**src/rtl/pipeline_pkg.sv**
```systemverilog
// ---------------------------------------------------------------------------
// pipeline_pkg
// Shared definitions for the 5-stage pipeline control slice.
//   pctl_state_t      : sequencing controller state (RUN / DRAIN / HALTED)
//   PCTL_DRAIN_CYCLES : cycles to retire EX, MEM and WB after a halt
// ---------------------------------------------------------------------------
package pipeline_pkg;

  typedef enum logic [1:0] {
    RUN    = 2'd0,
    DRAIN  = 2'd1,
    HALTED = 2'd2
  } pctl_state_t;

  localparam int unsigned PCTL_DRAIN_CYCLES = 3;

endpackage

```
**src/rtl/pipeline_hazard_unit.sv**
```systemverilog
// ---------------------------------------------------------------------------
// pipeline_hazard_unit
// Combinational load-use hazard detection between the EX and ID stages.
// Ports:
//   ld_ex, ex_rw            in  : EX instruction is a load / writes the RF
//   ex_rd                   in  : EX destination register
//   id_rs, id_rt            in  : ID source registers
//   id_use_rs, id_use_rt    in  : ID instruction really reads rs / rt
//   lu                      out : load-use hazard, ID must wait one cycle
// ---------------------------------------------------------------------------
module pipeline_hazard_unit (
  input  logic       ld_ex,
  input  logic       ex_rw,
  input  logic [4:0] ex_rd,
  input  logic [4:0] id_rs,
  input  logic [4:0] id_rt,
  input  logic       id_use_rs,
  input  logic       id_use_rt,
  output logic       lu
);

  logic ex_loads_reg;
  logic rs_match;
  logic rt_match;

  // $0 is hard-wired to zero, so a load targeting it never creates a dependency.
  assign ex_loads_reg = ld_ex && ex_rw && (ex_rd != 5'd0);
  assign rs_match     = id_use_rs && (id_rs == ex_rd);
  assign rt_match     = id_use_rt && (id_rt == ex_rd);
  assign lu           = ex_loads_reg && (rs_match || rt_match);

endmodule

```
**src/rtl/pipeline_ctrl.sv**
```systemverilog
// ---------------------------------------------------------------------------
// pipeline_ctrl
// Central sequencing controller for the 5-stage pipeline. Generates the
// load-enable / synchronous-clear of PC, IF/ID, ID/EX, EX/MEM, MEM/WB and
// resolves load-use stalls, taken-branch flushes, data-memory waits and the
// halt / drain / resume sequence. Keeps cycle, stall and flush counters.
// Ports:
//   clk, rst (sync, active-low)
//   ld_ex, ex_rw, ex_rd, id_rs, id_rt, id_use_rs, id_use_rt : hazard inputs
//   br_taken_ex, halt_id, mem_wait, go                      : control inputs
//   pc_en, ifid_en, idex_en, exmem_en, memwb_en             : register loads
//   ifid_clr, idex_clr, exmem_clr, memwb_clr                : bubble inserts
//   halted                                                  : in HALTED
//   cyc_cnt, stall_cnt, flush_cnt                           : perf counters
// ---------------------------------------------------------------------------
module pipeline_ctrl
  import pipeline_pkg::*;
#(
  parameter int unsigned DRAIN_CYCLES = PCTL_DRAIN_CYCLES,
  parameter int unsigned CNT_W        = 32
) (
  input  logic             clk,
  input  logic             rst,
  input  logic             ld_ex,
  input  logic             ex_rw,
  input  logic [4:0]       ex_rd,
  input  logic [4:0]       id_rs,
  input  logic [4:0]       id_rt,
  input  logic             id_use_rs,
  input  logic             id_use_rt,
  input  logic             br_taken_ex,
  input  logic             halt_id,
  input  logic             mem_wait,
  input  logic             go,
  output logic             pc_en,
  output logic             ifid_en,
  output logic             idex_en,
  output logic             exmem_en,
  output logic             memwb_en,
  output logic             ifid_clr,
  output logic             idex_clr,
  output logic             exmem_clr,
  output logic             memwb_clr,
  output logic             halted,
  output logic [CNT_W-1:0] cyc_cnt,
  output logic [CNT_W-1:0] stall_cnt,
  output logic [CNT_W-1:0] flush_cnt
);

  localparam int unsigned DCW = $clog2(DRAIN_CYCLES + 1);

  pctl_state_t      state_q;
  pctl_state_t      state_n;
  logic [DCW-1:0]   drain_q;
  logic             halted_q;
  logic [CNT_W-1:0] cyc_q;
  logic [CNT_W-1:0] stall_q;
  logic [CNT_W-1:0] flush_q;

  logic lu;
  logic run_freeze;
  logic run_flush;
  logic run_lu;
  logic run_halt;
  logic drain_last;

  function automatic logic [CNT_W-1:0] cnt_inc(input logic [CNT_W-1:0] c);
    return c + CNT_W'(1);
  endfunction

  pipeline_hazard_unit u_hazard (
    .ld_ex     (ld_ex),
    .ex_rw     (ex_rw),
    .ex_rd     (ex_rd),
    .id_rs     (id_rs),
    .id_rt     (id_rt),
    .id_use_rs (id_use_rs),
    .id_use_rt (id_use_rt),
    .lu        (lu)
  );

  // RUN-state priority decode: freeze > flush > load-use > halt.
  always_comb begin
    run_freeze = 1'b0;
    run_flush  = 1'b0;
    run_lu     = 1'b0;
    run_halt   = 1'b0;
    if (state_q == RUN) begin
      if (mem_wait)         run_freeze = 1'b1;
      else if (br_taken_ex) run_flush  = 1'b1;
      else if (lu)          run_lu     = 1'b1;
      else if (halt_id)     run_halt   = 1'b1;
    end
  end

  // Last unfrozen DRAIN cycle: EX/MEM/WB retire on this edge.
  assign drain_last = (state_q == DRAIN) && !mem_wait && (drain_q == DCW'(1));

  // State / drain counter / halted / performance counters.
  always_ff @(posedge clk) begin
    if (!rst) begin
      state_q  <= RUN;
      drain_q  <= '0;
      halted_q <= 1'b0;
      cyc_q    <= '0;
      stall_q  <= '0;
      flush_q  <= '0;
    end else begin
      state_q  <= state_n;
      halted_q <= (state_n == HALTED);
      cyc_q    <= cnt_inc(cyc_q);
      if (run_freeze || run_lu) stall_q <= cnt_inc(stall_q);
      if (run_flush)            flush_q <= cnt_inc(flush_q);
      if (run_halt)
        drain_q <= DCW'(DRAIN_CYCLES);
      else if ((state_q == DRAIN) && !mem_wait)
        drain_q <= drain_q - DCW'(1);
    end
  end

  // Next-state logic.
  always_comb begin
    state_n = state_q;
    case (state_q)
      RUN:     if (run_halt)   state_n = DRAIN;
      DRAIN:   if (drain_last) state_n = HALTED;
      HALTED:  if (go)         state_n = RUN;
      default:                 state_n = RUN;
    endcase
  end

  // Enable / clear decode; reset forces every register to load zero.
  always_comb begin
    pc_en     = 1'b0;
    ifid_en   = 1'b0;
    idex_en   = 1'b0;
    exmem_en  = 1'b0;
    memwb_en  = 1'b0;
    ifid_clr  = 1'b0;
    idex_clr  = 1'b0;
    exmem_clr = 1'b0;
    memwb_clr = 1'b0;
    if (!rst) begin
      pc_en     = 1'b1;
      ifid_en   = 1'b1;
      idex_en   = 1'b1;
      exmem_en  = 1'b1;
      memwb_en  = 1'b1;
      ifid_clr  = 1'b1;
      idex_clr  = 1'b1;
      exmem_clr = 1'b1;
      memwb_clr = 1'b1;
    end else begin
      case (state_q)
        RUN: begin
          if (run_flush) begin
            // Squash the two younger wrong-path slots (IF and ID).
            pc_en    = 1'b1;
            ifid_en  = 1'b1;
            idex_en  = 1'b1;
            exmem_en = 1'b1;
            memwb_en = 1'b1;
            ifid_clr = 1'b1;
            idex_clr = 1'b1;
          end else if (run_lu || run_halt) begin
            // Hold PC and IF/ID, push a bubble into EX.
            idex_en  = 1'b1;
            idex_clr = 1'b1;
            exmem_en = 1'b1;
            memwb_en = 1'b1;
          end else if (!run_freeze) begin
            pc_en    = 1'b1;
            ifid_en  = 1'b1;
            idex_en  = 1'b1;
            exmem_en = 1'b1;
            memwb_en = 1'b1;
          end
        end
        DRAIN: begin
          if (!mem_wait) begin
            idex_en  = 1'b1;
            idex_clr = 1'b1;
            exmem_en = 1'b1;
            memwb_en = 1'b1;
          end
        end
        HALTED: begin
          // Resume: fetch past the halt; ID still holds the halt, so bubble it.
          if (go) begin
            pc_en    = 1'b1;
            ifid_en  = 1'b1;
            idex_en  = 1'b1;
            exmem_en = 1'b1;
            memwb_en = 1'b1;
            idex_clr = 1'b1;
          end
        end
        default: ;
      endcase
    end
  end

  assign halted    = halted_q;
  assign cyc_cnt   = cyc_q;
  assign stall_cnt = stall_q;
  assign flush_cnt = flush_q;

endmodule

```
**config.mk**
```make
export PLATFORM = sky130hd
export DESIGN_NAME = pipeline_ctrl
export DESIGN_NICKNAME = d
export VERILOG_FILES = /design/src/rtl/pipeline_pkg.sv /design/src/rtl/pipeline_hazard_unit.sv /design/src/rtl/pipeline_ctrl.sv
export SDC_FILE = /design/constraint.sdc
export NUM_CORES = 1
export LEC_CHECK = 0
export CORE_MARGIN = 4
export CORE_UTILIZATION = 45
export CTS_BUF_LIST = sky130_fd_sc_hd__clkbuf_4 sky130_fd_sc_hd__clkbuf_8
export DETAILED_ROUTE_END_ITERATION = 6
export HOLD_SLACK_MARGIN = 0.08
export PLACE_DENSITY_LB_ADDON = 0.08
export SLEW_MARGIN = 5
export SYNTH_ARGS = -nofsm -noshare
export SYNTH_HDL_FRONTEND = slang
export SYNTH_SLANG_ARGS = --single-unit
```
**constraint.sdc**
```tcl
create_clock -name clk -period 3.8 [get_ports clk]
set_input_delay 0.76 -clock clk [delete_from_list [all_inputs] [get_ports clk]]
set_output_delay 0.76 -clock clk [all_outputs]
set_load 0.005 [all_outputs]
```
# [Word-level counts from Yosys, hierarchy flattened]
# Index checks and enable logic that the tools add are counted.
[word_totals] register_bits=101 input_bits=25
[op_classes] add_sub_neg=4 eq_ne=6 n_mux=39 reduce_logical=14
[op_table] op="32-bit by 1-bit adder with 32-bit output (second input constant)" count=3
[op_table] op="1-bit 2-to-1 mux" count=30
[op_table] op="5-bit == test" count=2
[op_table] op="2-bit 2-to-1 mux" count=5
[op_table] op="1-bit logical AND" count=7
[op_table] op="1-bit case mux with 3 select lines" count=2
[op_table] op="2-bit case mux with 3 select lines" count=1
[op_table] op="5-bit nonzero test" count=1
[op_table] op="2-bit by 1-bit == test with 1-bit output (second input constant)" count=2
[op_table] op="2-bit == test (second input constant)" count=2
[op_table] op="1-bit logical OR" count=3
[op_table] op="2-bit logical NOT" count=1
[op_table] op="1-bit case mux with 2 select lines" count=1
[op_table] op="2-bit nonzero test" count=1
[op_table] op="2-bit by 1-bit subtractor with 2-bit output (second input constant)" count=1
[op_table] op="1-bit logical NOT" count=1

# [Depth between registers and ports, before layout]
# Gate-level depths: netlist of the first run.
[depth] word_depth=13 ltp_mapped=8

# [Modules after synthesis]
# From an unflattened synthesis of the first run, not the netlist that was laid out.
[hier_totals] cells_unflattened=607 area_unflattened_um2=5108.6
[by_module_without_submodules] module="pipeline_ctrl" instances=1 cells_each=590 area_per_inst_um2=4973.5 seq_area_each_um2=2021.9
[by_module_without_submodules] module="pipeline_hazard_unit" instances=1 cells_each=17 area_per_inst_um2=135.1 seq_area_each_um2=0.0

# [Worst setup path before layout of the first run]
# No wires, ideal clock.
[synth_path] path_type="input-to-output" from="input ex_rd[1]" to="output pc_en" arrival_time_ns=1.816 slack_ns=1.224 cell_stages=7 path_buffers=1 cell_sequence="xnor2_1 nand4_1 o22ai_1 a21oi_1 o21ai_0 nand2_1 buf_4"
[synth_via] elab_chain_len=13 word_cells_on_any_way=21
[synth_lines] item="start: declaration" line="pipeline_ctrl.sv:26" rtl="input logic [4:0] ex_rd,"
[synth_lines] item="5-bit == test (on tied branches)" line="pipeline_hazard_unit.sv:28, pipeline_hazard_unit.sv:29"
[synth_lines] item="1-bit logical AND (on tied branches)" line="pipeline_hazard_unit.sv:28, pipeline_hazard_unit.sv:29"
[synth_lines] item="1-bit logical OR" line="pipeline_hazard_unit.sv:30" rtl="assign lu = ex_loads_reg && (rs_match || rt_match);"
[synth_lines] item="1-bit logical AND (*)" line="pipeline_hazard_unit.sv:30"
[synth_lines] item="1-bit 2-to-1 mux" line="pipeline_ctrl.sv:91" rtl="else if (lu) run_lu = 1'b1;"
[synth_lines] item="1-bit 2-to-1 mux" line="pipeline_ctrl.sv:90" rtl="else if (br_taken_ex) run_flush = 1'b1;"
[synth_lines] item="1-bit 2-to-1 mux" line="pipeline_ctrl.sv:89" rtl="if (mem_wait) run_freeze = 1'b1;"
[synth_lines] item="1-bit 2-to-1 mux" line="pipeline_ctrl.sv:88" rtl="if (state_q == RUN) begin"
[synth_lines] item="1-bit logical OR (*)" line="pipeline_ctrl.sv:165" rtl="end else if (run_lu || run_halt) begin"
[synth_lines] item="1-bit 2-to-1 mux (*) (2 in a row)"
[synth_lines] item="1-bit case mux with 2 select lines (*)"
[synth_lines] item="1-bit 2-to-1 mux (*)"
[synth_lines] item="end: declaration" line="pipeline_ctrl.sv:35" rtl="output logic pc_en,"
# Mark *: on every way between the ends. The rest lies on a longest branch, timed or not.

# [Worst setup path in the final report of the first run]
[layout_path] from="input ex_rd[1]" to="output idex_clr"
[layout_via] elab_chain_len=13 word_cells_on_any_way=21
[layout_lines] item="5-bit == test (on tied branches)" line="pipeline_hazard_unit.sv:28, pipeline_hazard_unit.sv:29"
[layout_lines] item="1-bit logical AND (on tied branches)" line="pipeline_hazard_unit.sv:28, pipeline_hazard_unit.sv:29"
[layout_lines] item="1-bit logical OR" line="pipeline_hazard_unit.sv:30"
[layout_lines] item="1-bit logical AND (*)" line="pipeline_hazard_unit.sv:30"
[layout_lines] item="1-bit 2-to-1 mux" line="pipeline_ctrl.sv:91"
[layout_lines] item="1-bit 2-to-1 mux" line="pipeline_ctrl.sv:90"
[layout_lines] item="1-bit 2-to-1 mux" line="pipeline_ctrl.sv:89"
[layout_lines] item="1-bit 2-to-1 mux" line="pipeline_ctrl.sv:88"
[layout_lines] item="1-bit logical OR (*)" line="pipeline_ctrl.sv:165"
[layout_lines] item="1-bit 2-to-1 mux (*)" line="pipeline_ctrl.sv:165"
[layout_lines] item="1-bit 2-to-1 mux (*)" line="pipeline_ctrl.sv:156" rtl="if (run_flush) begin"
[layout_lines] item="1-bit case mux with 3 select lines (*)" line="pipeline_ctrl.sv:154" rtl="case (state_q)"
[layout_lines] item="1-bit 2-to-1 mux (*)" line="pipeline_ctrl.sv:143" rtl="if (!rst) begin"
[layout_lines] item="end: declaration" line="pipeline_ctrl.sv:41" rtl="output logic idex_clr,"
# Marked as above.

==> out/results.txt, run 1 <==
The number of clock buffers added by TritonCTS is 9. The remaining design rule violation count was 0; the multiplexer share of the synthesized area was 0.002100. The total of max-cap violations came out at 0. The cell area that synthesis handed to floorplanning was 4767 um^2. The number of antenna diodes in the final layout is 0.

After synthesis, the largest family of logic cells by area is simple AND/OR/NAND/NOR gates. Summed over all nets, the half-perimeter wirelength after detailed placement is 8430 um. Startpoint type of the worst setup path: a primary input. Via count normalized by instance count: 5.295. In the final timing run, aggregate negative setup slack is 0 ns.

The tools report the worst-case clock skew as 0.01305 ns. Max-slew violation count: 0. The fraction of layout instances using a drive strength above 1 works out to 0.05444. The die boundary width came out at 110.9 um. Gates resized during post-CTS repair numbered 0. 131 I/O pins were placed. After layout, the worst setup slack is 0.1721 ns.

The area overhead of the layout relative to synthesis was 33.23%. The critical path goes through clkdlybuf4s50_1 > xnor2_1 > nand4_1 > o22ai_1 > a21oi_1 > a211o_2 > nand2_1 > clkdlybuf4s50_1. Data on the critical path is required at its endpoint by 3.04 ns. The tightest min-delay check is of the register to register type. After detailed routing, the average wire length per cell comes to 14.16 um. The cell repeated most along the worst path is sky130_fd_sc_hd__clkdlybuf4s50_1.

Measured along the y axis, the die boundary spans 110.9 um. When the netlist entered floorplanning its net count stood at 601. At the pin with the least slew margin, the transition time is 1.009 ns. The die covers 12300 um^2. STA classifies the critical path endpoint as an output port.

In this design, the stage delay of the slowest critical-path cell is 0.56 ns. The logs give 19860 um for the wire length of the first global-routing pass and 6161 um^2 for the placed instance area. The logs give 4 for the detailed-router iteration count before antenna repair and 0.1888 ns for the worst slack after detailed placement.

The run gives 0 as the final hold violation count. TritonCTS built the clock tree. For the core footprint, the log shows 10320 um^2. In this run the core area contains 37 standard-cell rows.

The number of enable flip-flop cells after synthesis was 0; the maximum number of pins on one net before global-route repair was 97. Initial DRC count: 236. The number of non-filler instances in the completed layout is 834, and the total of endpoints with negative setup slack in the final report is 0. The number of buffers added to fix hold violations after cts was 0; the number of distinct library cells after synthesis was 47.

By startpoint and endpoint, the worst setup path is classified as primary input to output port. For the relative slew slack, the log shows 0.3274. The total global-route track usage was 0.1896; the total power density per cell area was 291.9 nW/um^2.

Wire length reported by the detailed router: 11810 um. The run finished with clean final reports. The post-route fraction of the period consumed by the critical path is 0.9547, and the maximum clock path buffer count is 2. The number of placed instances, taps included, is 818. The top flip-flop cell by instance count after synthesis was sky130_fd_sc_hd__dfxtp_1.

At the end of routability-driven placement, the weighted congestion stood at 0.8125. The maximum clock frequency was 275.6 MHz. Along the worst path, the maximum fanout reaches 3. The adder and majority cell fraction of the synthesized area is 0.01050, and the static leakage power is 2.059 nW. The clock latency on the worst-skew pair came out at 0.37 ns. Clock-pin slew was measured on the worst setup and hold paths at 0.10 ns.

STA puts the critical path data arrival time at 2.87 ns. The clock period minus worst slack is 3.628 ns. Post-synthesis async set-or-reset flop share: 0. The standard cell with the maximum stage delay on the critical path is sky130_fd_sc_hd__clkdlybuf4s50_1. For the final standard cell utilization of the core, the log shows 0.6152. The number of antenna violations at the first check in global routing came out at 0.

Total vias in the final route: 4416. After synthesis the netlist holds a flip-flop and latch count of 101. The area of all placed cells without fillers came out at 6351 um^2.

The cell count after synthesis came out at 572. The via count of the first global-routing pass was 4271. The tools report the sequential cell area fraction in the yosys report as 0.4241. The H-tree level count was 3; the average size of a mapped cell was 8.334 um^2. After the last flow step, the layout net total stands at 722.

The area fraction in compound gates after synthesis works out to 0.1016. The post-detailed-route count of antenna-violating nets came out at 0. Total congestion overflow: 0. The run gives 0.1866 mV as the worst voltage drop across the vdd grid. The tree is rooted in a sky130_fd_sc_hd__clkbuf_8.

The synthesized-area fraction occupied by and/or/nand/nor cells was 0.3018. For the count of synthesis-stage warnings from yosys, the log shows 0. The run gives 0 as the post-CTS setup repair buffer count. The number of clock sinks was 101; the number of input and output port buffers inserted was 130. Setup repair after global routing left no endpoint under its margin.

The initial standard-cell utilization of the core is 0.4618, and the xor and xnor area share after synthesis is 0.1194.
-- per-layer routing --
| metal | track usage | up-vias | share of wire |
|---|---|---|---|
| met2 | 0.3172 | 108 | 0.46 |
| li1 | - | 2238 | - |
| met3 | 0.03657 | 12 | 0.046 |
| met5 | 0 | - | 0 |
| met1 | 0.2463 | 2058 | 0.48 |
| met4 | 0.06076 | 0 | 0.012 |
-- power by group --
group | switching (W) | total (W) | internal [W]
combinational | 0.0000612 | 0.000130 | 0.0000685
clock | 0.000400 | 0.000646 | 0.000247
sequential | 0.0000110 | 0.00108 | 0.00107
-- flip-flops by register name, summed over array words and instances (netlist names) --
register	cells
state_q	2
halted	1
drain_q	2
cyc_cnt	32
flush_cnt	32
stall_cnt	32
-- per-stage QoR --
| step | total power (W) | hold WS, ns |
|---|---|---|
| after floorplan | 0.001163 | 0.4552 |
| after global placement | 0.001229 | 0.4675 |
| after detailed placement | 0.001232 | 0.4910 |
| after CTS | 0.001869 | 0.5091 |
| after global routing | 0.001928 | 0.5335 |
| final | 0.001854 | 0.5055 |
-- cell usage in the layout (no fill, tap or decap), types with 4 or more instances in the layout --
master and n:
sky130_fd_sc_hd__a21oi_1 43, sky130_fd_sc_hd__and2_1 6, sky130_fd_sc_hd__and3_1 14, sky130_fd_sc_hd__and4_1 8, sky130_fd_sc_hd__buf_4 6, sky130_fd_sc_hd__clkbuf_8 9, sky130_fd_sc_hd__clkdlybuf4s50_1 130, sky130_fd_sc_hd__dfxtp_1 101
sky130_fd_sc_hd__ha_1 4, sky130_fd_sc_hd__inv_1 16, sky130_fd_sc_hd__nand2_1 45, sky130_fd_sc_hd__nand3_1 34, sky130_fd_sc_hd__nand4_1 20, sky130_fd_sc_hd__nor2_1 68, sky130_fd_sc_hd__nor3_1 10, sky130_fd_sc_hd__nor4_1 5
sky130_fd_sc_hd__o21ai_0 37, sky130_fd_sc_hd__or3_1 34, sky130_fd_sc_hd__xnor2_1 36, sky130_fd_sc_hd__xor2_1 29
-- cells in the mapped netlist, types with 16 or more instances --
cell type,instances,share of area
sky130_fd_sc_hd__a21oi_1,43,0.045
sky130_fd_sc_hd__xnor2_1,36,0.066
sky130_fd_sc_hd__inv_1,16,0.013
sky130_fd_sc_hd__dfxtp_1,101,0.42
sky130_fd_sc_hd__nand4_1,20,0.026
sky130_fd_sc_hd__clkbuf_1,17,0.013
sky130_fd_sc_hd__nand3_1,34,0.036
sky130_fd_sc_hd__or3_1,34,0.045
sky130_fd_sc_hd__o21ai_0,37,0.039
sky130_fd_sc_hd__nand2_1,45,0.035
sky130_fd_sc_hd__xor2_1,29,0.053
sky130_fd_sc_hd__nor2_1,68,0.054
-- worst paths after layout --
path	startpoint	end	slack (ns)	depth (start not counted)
worst min register to register	stall_cnt[31]$_SDFFE_PN0P_	stall_cnt[31]$_SDFFE_PN0P_	0.51	2
worst min-delay path	stall_cnt[31]$_SDFFE_PN0P_	stall_cnt[31]$_SDFFE_PN0P_	0.51	2
worst max register to register	cyc_cnt[1]$_SDFF_PN0_	cyc_cnt[22]$_SDFF_PN0_	1.50	6
worst max-delay path	ex_rd[1]	idex_clr	0.17	8
-- critical path, delay by kind of cell --
family / cells / cell delay (ns)
buf+inv: 2 / 1.07
compound gates: 3 / 0.70
simple gates: 2 / 0.20
xor+xnor: 1 / 0.15
-- layout make-up --
class	instances	area, um^2
Clock buffer	9	123.9
Clock inverter	7	57.56
Fill cell	913	3973
Inverter	17	63.81
Multi-Input combinational cell	428	2567
Sequential cell	101	2022
Tap cell	136	170.2
Timing Repair Buffer	136	1346
-- cells by family after synthesis --
family	count (synthesis)
compound gates	91
fa+ha+maj	4
flops	101
simple gates	267
mux	1
buf+inv	43
xor+xnor	65
(Power assumes the default switching activity.)
==> run 2, diff against run 1 <==
Settings changed: CORE_UTILIZATION 45 to 52.
==> run 2 against run 1 <==
Clock power is 4.5% lower. Global-route usage grew 2.2 points. Setup slack improved by 0.059 ns. Critical path type unchanged. Largest cell class unchanged. Largest power group unchanged.
==> out/results.txt, run 2 (synthesis gave the netlist of run 1 again) <==
The flow ran to the end, and the final reports show no timing, DRC or antenna violations. Total global-route track usage: 0.2117. The area growth from synthesis to layout is 32.20%.

The clock reaches the later pin of the worst-skew pair after 0.35 ns. Setup repair after global routing left no endpoint under its margin. For the total of max-cap violations, the log shows 0. At the worst endpoint, the required time is 3.04 ns.

The total die area came out at 10760 um^2. Once detail routing completed, the nets flagged for antenna violations numbered 0. The quantity of gates resized following cts was 0; the fraction of layout instances using a drive strength above 1 was 0.05444. The first global-routing pass estimated 19650 um of wire. The tools report the number of antenna violations at the first check in global routing as 0.

The clock period minus worst slack is 3.569 ns, and the max-slew violation count is 0. Dividing the detail-routed wire length by the instance count gives 14.32 um. Relative slew slack: 0.2522. The kind of critical path is primary input to output port. The I/O pin count is 131, and the sequential cell area is 2022 um^2. The total area of multi-input combinational cells was 2559 um^2; the maximum number of pins on one net before global-route repair was 97. After clock tree synthesis, the clock-pin slew on the worst setup and hold paths is 0.10 ns. The total congestion overflow was 0. By instance count, the cell type seen most on the critical path is sky130_fd_sc_hd__clkdlybuf4s50_1.

Detailed placement ended at an HPWL of 8432 um. On the final layout, the worst hold slack is 0.5031 ns. The maximum clock path buffer count was 2. The highest fanout seen on the critical path works out to 3. The tools report the startpoint type of the worst setup path as a primary input. Input and output buffers added on the ports amount to 130. The kind of cell adding the most delay to the critical path is buffers and inverters.

The number of antenna diodes in the final layout is 0. Leaving out fill and tap cells, the most frequent cells in the layout are sky130_fd_sc_hd__clkdlybuf4s50_1 (130), sky130_fd_sc_hd__dfxtp_1 (101), sky130_fd_sc_hd__nor2_1 (68). The clock drives 101 sinks.

The launching element of the worst setup path was ex_rd[2]. The layout has 729 filler cells. The root buffer selected by CTS is sky130_fd_sc_hd__clkbuf_8. The total net switching power is 0.0004329 W, and the sequential group share of total power is 0.591. TritonCTS built the clock tree. The standard cell with the maximum stage delay on the critical path is sky130_fd_sc_hd__clkdlybuf4s50_1. The H-tree was split into 3 levels. The overall power of the completed layout is 0.001823 W.

After the last flow step, the layout net total stands at 722. The die span in y is 103.7 um. For this design the ratio of total power to cell area is 289.2 nW/um^2.

For the weighted congestion reported at the end of routability-driven placement, the log shows 0.8057. For the pin with the worst max-slew slack, the measured transition is 1.118 ns. For the maximum clock frequency, the log shows 280.2 MHz. For the aggregate negative setup slack, the log shows 0 ns. The via count of the first global-routing pass is 4135. Summed over all layers, the routed wires come to 11540 um. The number of clock buffers added by TritonCTS is 9. The tools report the worst-case clock skew as 0.01685 ns. After clock tree synthesis, the setup repair step added 0 buffers. The internal power component is 0.001390 W. The initial standard-cell utilization of the core was 0.5413; the via count normalized by instance count was 5.524. The worst hold path belongs to the class register to register.

The run gives 8806 um^2 as the core footprint. Initial DRC count: 86. For this run, the slowest stage of the critical path takes 0.55 ns.

Net switching share of the total power: 0.2375. The source of the worst hold timing path was stall_cnt[30]$_SDFFE_PN0P_. Counting both buffers and inverters, the worst setup path holds a total of 2. Combinational fraction of design power: 0.070.

The remaining design rule violation count is 0, and the detailed-router iteration count before antenna repair is 4. Leaving out fill and tap cells, the most frequent cell in the layout is sky130_fd_sc_hd__clkdlybuf4s50_1. The critical path data arrival time came out at 2.81 ns. Traced cell by cell, the critical path runs through clkdlybuf4s50_1 > xnor2_1 > nand4_1 > o22ai_1 > a21oi_1 > a211o_2 > nand2_1 > clkdlybuf4s50_1. The final route contains 4452 vias. The portion of total power attributed to the clock network was 0.339.

The post-route fraction of the period consumed by the critical path was 0.9391; the die boundary width was 103.7 um. The final hold violation count is 0, and the standard-cell row count is 34. The run gives 1.42 ns as the setup slack on the worst flop-to-flop path. The element type at the critical path end is an output port. The worst register-to-register path begins at state_q[1]$_SDFF_PN0_. The worst-case IR drop observed on VDD is 0.1967 mV. For this design, the CTS-stage hold fixing added 0 buffers. Total of endpoints with negative setup slack in the final report: 0. The analysis attributes to cell leakage a power of 2.056 nW.
run 2: changes by cell type in the layout (fill, tap and decap cells not counted), sizes merged:
| cell | before | now |
|---|---|---|
| clkbuf | 9 | 11 |
| inv | 19 | 17 |
run 2: final timing paths:
check	end	cells past startpoint
hold / removal	stall_cnt[30]$_SDFFE_PN0P_	2
setup reg to reg	stall_cnt[31]$_SDFFE_PN0P_	5
hold reg to reg	stall_cnt[30]$_SDFFE_PN0P_	2
setup / recovery	idex_clr	8
run 2: through the flow:
| step | utilization | instances | cell area, um^2 | worst slack [ns] |
|---|---|---|---|---|
| 5_1_grt | 0.7157 | 806 | 6302 | 0.06788 |
| 2_1_floorplan | - | 572 | 4767 | 1.224 |
| 3_3_place_gp | 0.6957 | 790 | 6126 | 0.2896 |
| 3_5_place_dp | 0.6957 | 790 | 6126 | 0.2348 |
| 4_1_cts | 0.7157 | 806 | 6302 | 0.2245 |
| 6_report | 0.7157 | 806 | 6302 | 0.2313 |
run 2: area by class of cell:
type,count,share of cell area
clock inverter,5,0.005956
tap,108,0.02144
timing repair buffer,136,0.2136
multi-input combinational,428,0.4060
sequential,101,0.3208
clock buffer,11,0.02204
inverter,17,0.01013
run 2: worst register-to-register path, cell delays in order (launching register included):
cell	delay, ns
sky130_fd_sc_hd__dfxtp_1	0.43
sky130_fd_sc_hd__nor3_1	0.33
sky130_fd_sc_hd__nor3b_1	0.27
sky130_fd_sc_hd__a31oi_2	0.45
sky130_fd_sc_hd__or4b_1	0.63
sky130_fd_sc_hd__a21oi_1	0.19
run 2: metal layers:
layer	share of wire	vias to the layer above	track usage
met2	0.47	119	0.3509
met5	0	-	0
met1	0.46	2086	0.2750
li1	-	2233	-
met4	0.012	0	0.05983
met3	0.058	14	0.05224
run 2: power by group through the flow:
stage | clock [W] | combinational, W | sequential [W]
after CTS | 0.000633 | 0.000129 | 0.00108
after global routing | 0.000680 | 0.000140 | 0.00108
after global placement | 0 | 0.000126 | 0.00110
after floorplan | 0 | 0.0000634 | 0.00110
final | 0.000617 | 0.000128 | 0.00108
after detailed placement | 0 | 0.000129 | 0.00110
==> run 3, diff against run 2 <==
Settings changed: ABC_CLOCK_PERIOD_IN_PS from default to 3800, SLEW_MARGIN 5 to default.
==> results of run 3 <==
Same layout as run 2: the final DEF is identical, and so are final timing and power.
